[src/rtl/lives_tracker.sv]
`default_nettype none
// ============================================================================
// Module   : lives_tracker
// Brief    : Turns stomp events into lives, respawn and invulnerability timing,
//            plus the game-over / winner result.
// Revision : 1.0
// ============================================================================
module lives_tracker #(
  parameter int START_LIVES    = 3,
  parameter int RESPAWN_FRAMES = 30,
  parameter int INVULN_FRAMES  = 60
) (
  input  logic       Clk,
  input  logic       Reset,
  input  logic       vs,
  input  logic       start_game,
  input  logic       hit0,
  input  logic       hit1,
  output logic [2:0] lives0,
  output logic [2:0] lives1,
  output logic       invuln0,
  output logic       invuln1,
  output logic       respawn0,
  output logic       respawn1,
  output logic       game_over,
  output logic [1:0] winner,
  output logic [1:0] state_out
);

  localparam int C_MAXF = (RESPAWN_FRAMES > INVULN_FRAMES) ? RESPAWN_FRAMES : INVULN_FRAMES;
  localparam int C_CW   = $clog2(C_MAXF + 1);

  localparam logic [C_CW-1:0] C_RESPAWN = C_CW'(RESPAWN_FRAMES);
  localparam logic [C_CW-1:0] C_INVULN  = C_CW'(INVULN_FRAMES);
  localparam logic [C_CW-1:0] C_ONE     = C_CW'(1);
  localparam logic [2:0]      C_START   = 3'(START_LIVES);

  typedef enum logic [1:0] {
    S_IDLE    = 2'd0,
    S_PLAY    = 2'd1,
    S_RESPAWN = 2'd2,
    S_OVER    = 2'd3
  } state_t;

  state_t            r_state, w_state_nxt;
  logic              r_vs_q, r_hit0_q, r_hit1_q;
  logic [2:0]        r_lives0, r_lives1, w_lives0_nxt, w_lives1_nxt;
  logic [C_CW-1:0]   r_inv0, r_inv1, w_inv0_nxt, w_inv1_nxt;
  logic [C_CW-1:0]   r_frame, w_frame_nxt;
  logic              r_victim0, r_victim1, w_victim0_nxt, w_victim1_nxt;
  logic              r_respawn0, r_respawn1, w_respawn0_nxt, w_respawn1_nxt;

  logic              w_tick, w_ev0, w_ev1, w_cnt0, w_cnt1;
  logic [2:0]        w_dec0, w_dec1;

  // w_cnt0/w_cnt1 mean "player 0/1 loses a life this cycle".
  always_comb begin
    w_tick = vs & ~r_vs_q;
    w_ev0  = hit0 & ~r_hit0_q;
    w_ev1  = hit1 & ~r_hit1_q;
    w_cnt0 = w_ev1 && (r_state == S_PLAY) && (r_inv0 == '0);
    w_cnt1 = w_ev0 && (r_state == S_PLAY) && (r_inv1 == '0);
    w_dec0 = (r_lives0 != 3'd0) ? (r_lives0 - 3'd1) : 3'd0;
    w_dec1 = (r_lives1 != 3'd0) ? (r_lives1 - 3'd1) : 3'd0;
  end

  always_comb begin
    w_state_nxt    = r_state;
    w_lives0_nxt   = r_lives0;
    w_lives1_nxt   = r_lives1;
    w_inv0_nxt     = r_inv0;
    w_inv1_nxt     = r_inv1;
    w_frame_nxt    = r_frame;
    w_victim0_nxt  = r_victim0;
    w_victim1_nxt  = r_victim1;
    w_respawn0_nxt = 1'b0;
    w_respawn1_nxt = 1'b0;
    case (r_state)
      S_IDLE: begin
        w_lives0_nxt = C_START;
        w_lives1_nxt = C_START;
        w_inv0_nxt   = '0;
        w_inv1_nxt   = '0;
        if (start_game) w_state_nxt = S_PLAY;
      end
      S_PLAY: begin
        if (w_tick) begin
          if (r_inv0 != '0) w_inv0_nxt = r_inv0 - C_ONE;
          if (r_inv1 != '0) w_inv1_nxt = r_inv1 - C_ONE;
        end
        if (w_cnt0 || w_cnt1) begin
          if (w_cnt0) w_lives0_nxt = w_dec0;
          if (w_cnt1) w_lives1_nxt = w_dec1;
          // A fatal hit skips respawn entirely, even for a surviving co-victim.
          if ((w_cnt0 && (w_dec0 == 3'd0)) || (w_cnt1 && (w_dec1 == 3'd0))) begin
            w_state_nxt = S_OVER;
          end else begin
            w_state_nxt    = S_RESPAWN;
            w_frame_nxt    = C_RESPAWN;
            w_victim0_nxt  = w_cnt0;
            w_victim1_nxt  = w_cnt1;
            w_respawn0_nxt = w_cnt0;
            w_respawn1_nxt = w_cnt1;
          end
        end
      end
      S_RESPAWN: begin
        if (w_tick) begin
          if (r_frame == C_ONE) begin
            w_state_nxt = S_PLAY;
            w_frame_nxt = '0;
            if (r_victim0) w_inv0_nxt = C_INVULN;
            if (r_victim1) w_inv1_nxt = C_INVULN;
          end else begin
            w_frame_nxt = r_frame - C_ONE;
          end
        end
      end
      S_OVER: begin
        if (start_game) begin
          w_state_nxt  = S_PLAY;
          w_lives0_nxt = C_START;
          w_lives1_nxt = C_START;
          w_inv0_nxt   = '0;
          w_inv1_nxt   = '0;
        end
      end
      default: w_state_nxt = S_IDLE;
    endcase
  end

  always_ff @(posedge Clk) begin
    if (Reset) begin
      r_state    <= S_IDLE;
      r_vs_q     <= 1'b0;
      r_hit0_q   <= 1'b0;
      r_hit1_q   <= 1'b0;
      r_lives0   <= C_START;
      r_lives1   <= C_START;
      r_inv0     <= '0;
      r_inv1     <= '0;
      r_frame    <= '0;
      r_victim0  <= 1'b0;
      r_victim1  <= 1'b0;
      r_respawn0 <= 1'b0;
      r_respawn1 <= 1'b0;
    end else begin
      r_state    <= w_state_nxt;
      r_vs_q     <= vs;
      r_hit0_q   <= hit0;
      r_hit1_q   <= hit1;
      r_lives0   <= w_lives0_nxt;
      r_lives1   <= w_lives1_nxt;
      r_inv0     <= w_inv0_nxt;
      r_inv1     <= w_inv1_nxt;
      r_frame    <= w_frame_nxt;
      r_victim0  <= w_victim0_nxt;
      r_victim1  <= w_victim1_nxt;
      r_respawn0 <= w_respawn0_nxt;
      r_respawn1 <= w_respawn1_nxt;
    end
  end

  always_comb begin
    lives0    = r_lives0;
    lives1    = r_lives1;
    invuln0   = (r_inv0 != '0);
    invuln1   = (r_inv1 != '0);
    respawn0  = r_respawn0;
    respawn1  = r_respawn1;
    game_over = (r_state == S_OVER);
    winner    = (r_state == S_OVER) ? {r_lives0 == 3'd0, r_lives1 == 3'd0} : 2'b00;
    state_out = r_state;
  end

endmodule
`default_nettype wire

[config.mk]
export PLATFORM = sky130hd
export DESIGN_NAME = lives_tracker
export DESIGN_NICKNAME = d
export VERILOG_FILES = /design/src/rtl/lives_tracker.sv
export SDC_FILE = /design/constraint.sdc
export NUM_CORES = 1
export LEC_CHECK = 0
export ABC_AREA = 1
export BUFFER_PORTS_ARGS = -buffer_cell sky130_fd_sc_hd__buf_2
export CAP_MARGIN = 10
export CORE_MARGIN = 3
export CORE_UTILIZATION = 30
export CTS_BUF_LIST = sky130_fd_sc_hd__clkbuf_4 sky130_fd_sc_hd__clkbuf_8
export CTS_CLUSTER_SIZE = 16
export DETAILED_ROUTE_END_ITERATION = 8
export SLEW_MARGIN = 10
export SYNTH_ARGS = -nofsm -noshare
export SYNTH_HDL_FRONTEND = slang
export SYNTH_SLANG_ARGS = --single-unit
[constraint.sdc]
create_clock -name Clk -period 3.85 [get_ports Clk]
set_input_delay 0.385 -clock Clk [delete_from_list [all_inputs] [get_ports Clk]]
set_output_delay 0.385 -clock Clk [all_outputs]
set_load 0.005 [all_outputs]
* Word level (Yosys, flattened, before mapping)
Cells that the tools add are included.
Storage, ports and cells: register bits after elaboration 33, bits of input ports 6, output and inout port bits 15, logic and storage cells 108
Cells by class: $add $sub $neg 5, eq/ne operators 17, multiplexer cells 34, bitwise gates (word level) 9, reduce and logical (&&, ||, !) cells 30
Operator list (number):
- $mux 6 | 15
- $pmux 6 s4 | 2
- $ne 2x2->1 const B | 11
- $mux 3 | 7
- $pmux 3 s3 | 2
- $sub 6x1->6 const B | 3
- $reduce_and 4->1 | 4
- $logic_not 3->1 | 4
- $logic_not 6->1 | 2
- $pmux 6 s2 | 1
- $reduce_and 6->1 | 2
- $reduce_bool 6->1 | 2
- $mux 2 | 5
- $reduce_bool 3->1 | 3
- $eq 6x1->1 const B | 1
- $logic_and 1x1->1 | 6
- $not 1->1 | 6
- $pmux 2 s3 | 1
- $sub 3x1->3 const B | 2
- $eq 2x2->1 const B | 2
- $ne 2x1->1 const B | 2
- $reduce_or 4->1 | 1
- $and 1x1->1 | 3
- $reduce_and 3->1 | 1
- 6 further kinds | 7

* Longest topological paths before layout
depth in word-level cells 9, gate-level depth with buffers 12, mapped depth without buffers 11

* Worst setup path after synthesis
Ideal clock, no wire load.
path kind flip-flop to flip-flop, start register r_state[1], in the netlist state_out[1], end register r_lives0[1], in the netlist lives0[1], library setup time 138 ps, data arrival time 1454 ps, required time 3712 ps, path slack 2258 ps, cell stages (with the launch flop) 10, path buffers 1, period minus slack after synthesis 1592 ps, path through dfxtp_1 > inv_1 > ha_1 > inv_2 > clkbuf_1 > nand2_1 > nand2_1 > inv_1 > o21ai_1 > o211ai_1
On the way: longest elaborated chain between the ends 6, elaborated cells on any way between the ends 14, those cells by class 5 x eq/ne; 1 x mux; 8 x reduce/logical
Ends and longest elaborated chain:
- from (decl) | line 45 | state_t r_state, w_state_nxt;
- from (signal assigned) | line 148 | r_state <= w_state_nxt;
- $eq 2x1->1 | line 61, 62, 78
- $logic_and 1x1->1 (on tied branches) (2 in series) | line 61, 62
- $logic_or 1x1->1 | line 91 | if (w_cnt0 || w_cnt1) begin
- $ne 2x1->1 (no source line)
- $reduce_and 4->1 (no source line)
- to (signal assigned) | line 152 | r_lives0 <= w_lives0_nxt;
- to (decl) | line 47 | logic [2:0] r_lives0, r_lives1, w_lives0_nxt, w_lives1_nxt;
Several ways; a longest one is shown, not always the timed one. A chain may end at the register's enable or synchronous reset.

* Final worst setup path
start register r_state[1], in the netlist state_out[1], end register r_frame[5]
On the way: longest elaborated chain between the ends 7, elaborated cells on any way between the ends 16, those cells by class 5 x eq/ne; 1 x mux; 10 x reduce/logical
Ends and longest elaborated chain:
- $eq 2x1->1 | line 61, 62, 78
- $logic_and 1x1->1 (on tied branches) (2 in series) | line 61, 62
- $logic_and 1x1->1 | line 95 | if ((w_cnt0 && (w_dec0 == 3'd0)) || (w_cnt1 && (w_dec1 == 3'd0))) begin
- $logic_or 1x1->1 | line 95
- $ne 2x2->1 (no source line)
- $reduce_and 4->1 (no source line)
- to (signal assigned) | line 156 | r_frame <= w_frame_nxt;
- to (decl) | line 49 | logic [C_CW-1:0] r_frame, w_frame_nxt;
Several ways; a longest one is shown, not always the timed one.

==> qor.txt <==
Initial antenna violation count = 0
Count leader, synth = nand2_1
Via count = 1,743
Synth area leaders = dfxtp_1 (33%), nand2_1 (9.8%), a21oi_1 (6.3%), inv_1 (6.2%), nor2_1 (5.5%)
Hold path cells = 3
Number of synthesized flops with an enable pin = 0
Hold_buf cts = 0
R2R setup slack = 1680 ps
Synthesis-to-finish area growth = 11.7%
DRT iter0 DRCs = 60
Post-Layout Cell Count = 375
Synthesis Warnings = 0
Setup tns final = 0 ps
Hold path endpoint = r_hit0_q
Placed cells = 367
RD Place Congestion = 0.798
Slew margin rel. = 66.6%
Cts repair resizes = 0
HP Start = hit0
Worst-path clk slew = 70 ps
Fin. Hold Viols = 0
Class of the worst hold path = in -> reg
First-pass GRT wire length = 7.49 mm
Seq cells post-synth = 33
Async set-or-reset flop fraction in the synthesized netlist = 0%
Initial Utilization = 31.2%
Layout fillers = 709
Startpoint Class = flip-flop
Worst-path fanout max = 14
Post-CTS setup buffer count = 0
Final slew viol count = 0
Clk buf depth = 2
Total CTS buffers = 5
# diodes = 0
Max_cap viols = 0
Core Footprint = 6390 sq um
Gr ovfl total = 0
Die X = 87.5 um
Status = finished, final reports clean
WS Path Type = reg -> reg
Clk_skew = 5.99 ps
Post-Syn Area = 1990 sq um
Detailed Route WL = 4.28 mm
Post-Synth Simple-Gate Area = 35.2%
Final nets = 311
NetSw = 1.02 mW
Adder-cell area share of the yosys netlist = 5.02%
Post-synthesis mux area share = 0%
Area of the multi-input gates = 1140 sq um
Critical Path RT = 4070 ps
Tot GR Track Use = 12.4%
FF+latch area = 661 sq um
CP arrival = 2390 ps
CTS root buf = clkbuf_8
Post-synth cell types = 33
H-Tree Level Count = 2
Post-route ant nets = 0
Fmax = 0.461 GHz
RR Endpoint = r_frame[5]
Switching share of power = 50.8%
Max VDD drop = 377 uV
Worst R2R Path Depth = 10
Compound-cell area share of the yosys netlist = 14.8%
DR WL/cell = 11.4 um
Worst r2r src = state_out[1]
Commonest cells in the netlist = nand2_1 (52), dfxtp_1 (33), inv_1 (33)
Drt pass-1 iters = 4
Internal = 0.986 mW
Syn nets = 292
Die Area = 7660 sq um
Vias in the first global route = 1,617
Tightest Pin Transition = 501 ps
I/O pins = 21
Min Hold Slack = 330 ps
P per Cell Area = 901 nW/um^2
RSZ-0062 raised after global routing = false
Clock sink total = 33
Die Y = 87.5 um
Yosys top cell by area = dfxtp_1
Leakage = 1.03 nW
Largest net degree at the start of global routing = 19
Residual DRC = 0
Crit share post-route = 56.3%
Sequential Power Share = 25.6%
Fraction of layout cells with a size suffix above 1 = 20.8%
Setup violators final = 0
Largest family of logic cells by synthesized area = simple AND/OR/NAND/NOR gates
Tot Pwr = 2.00 mW
Logic pwr share = 61.4%
Clock Latency Late Sink = 290 ps
Crit. End Element = flip-flop
Post-Syn Instances = 278
HPWL Detailed = 3.28 mm
Xor-xnor portion of the synthesized cell area = 2.20%
Row cnt = 29
Vias/cell = 4.65
Clock network fraction of design power = 13.0%
Sequential area share after synthesis = 33.1%
Syn_area_per_cell = 7.17 sq um
Dominant synthesized flop cell = dfxtp_1
Port bufs = 20
Synth top area share = 33.1%
CTS tree = done
Crit path time final = 2170 ps
power by group through the flow:
stage / clock network, mW / logic [mW] / registers (mW)
6_report: 0.260 / 1.23 / 0.514
2_1_floorplan: 0 / 1.05 / 0.506
4_1_cts: 0.273 / 1.24 / 0.514
5_1_grt: 0.282 / 1.42 / 0.529
3_5_place_dp: 0 / 1.24 / 0.521
3_3_place_gp: 0 / 1.23 / 0.519
sequential cells by signal (all words and copies together), names as in the netlist, 2 cells and up:
signal     flops
r_frame        6
state_out      2
lives1         3
r_inv0         6
r_inv1         6
lives0         3
cell type report:
type,instances,area share (%)
multi-input cells,199,51.2
flip-flops and latches,33,29.7
inverters,38,6.46
repair buffers,20,4.50
well taps,77,4.33
clock buffers,5,3.09
clock inverters,3,0.787
routing by layer:
metal  share of wire, %  global-route usage (%)  vias to the layer above
met5                  0                       0                        -
li1                   -                       -                      939
met2                 46                    20.2                       19
met1                 50                    16.2                      779
met4                1.1                    3.77                        0
met3                3.5                    2.93                        6
cells by family after synthesis:
logic type | after synthesis
AND/OR/NAND/NOR | 132
AO/OA/AOI/OAI | 54
buffers and inverters | 46
flip-flops | 33
adder cells (fa/ha/maj) | 8
XOR/XNOR | 5
critical path: stages (launching register included):
cell and delay, ps:
dfxtp_1 350, inv_1 90, ha_1 450, inv_2 230
nor3_2 250, nand3_1 120, nand3_2 130, nand2_2 180
nand2_1 130, nand2_1 70, a21oi_2 100
worst max-delay path by stage:
stage	from	to	slack [ps]	cells after the start
finish	state_out[1]	r_frame[5]	1680	10
global route	state_out[1]	lives0[1]	1420	11
CTS	state_out[1]	r_frame[1]	1670	10
detailed placement	state_out[1]	r_frame[1]	1680	10
global placement	state_out[1]	r_frame[5]	1820	10
floorplan	state_out[1]	lives0[1]	2260	9
stage by stage:
stage                     worst slack (ps)  utilization [%]  cell area [sq um]
after global placement                1820             33.5               2140
final                                 1680             34.9               2230
after global routing                  1420             34.9               2230
after floorplan                       2260                -               1990
after detailed placement              1680             33.5               2140
after CTS                             1670             34.9               2230
cell usage in the layout (no fill, tap or decap):
master      count
o21ai_0        17
nor4_1          2
nor3b_1         1
clkinv_2        3
xor2_1          2
inv_2           3
clkbuf_8        5
a21oi_1        25
o21ai_1         5
nand3_2         8
nor3_2          2
nand2_1        52
nand2_2         6
nand3_4         2
clkinv_1        1
inv_1          33
o21ai_2         3
ha_1            8
buf_2          20
o211ai_1        1
xnor2_1         3
nand3_1        20
nor2_8          2
nor3_1          1
nor2_1         29
nand4_1         2
dfxtp_1        33
o31ai_1         1
nor2_4          3
nor2_2          2
clkinvlp_4      1
a21oi_2         2
Power figures use the tool's default switching activity.
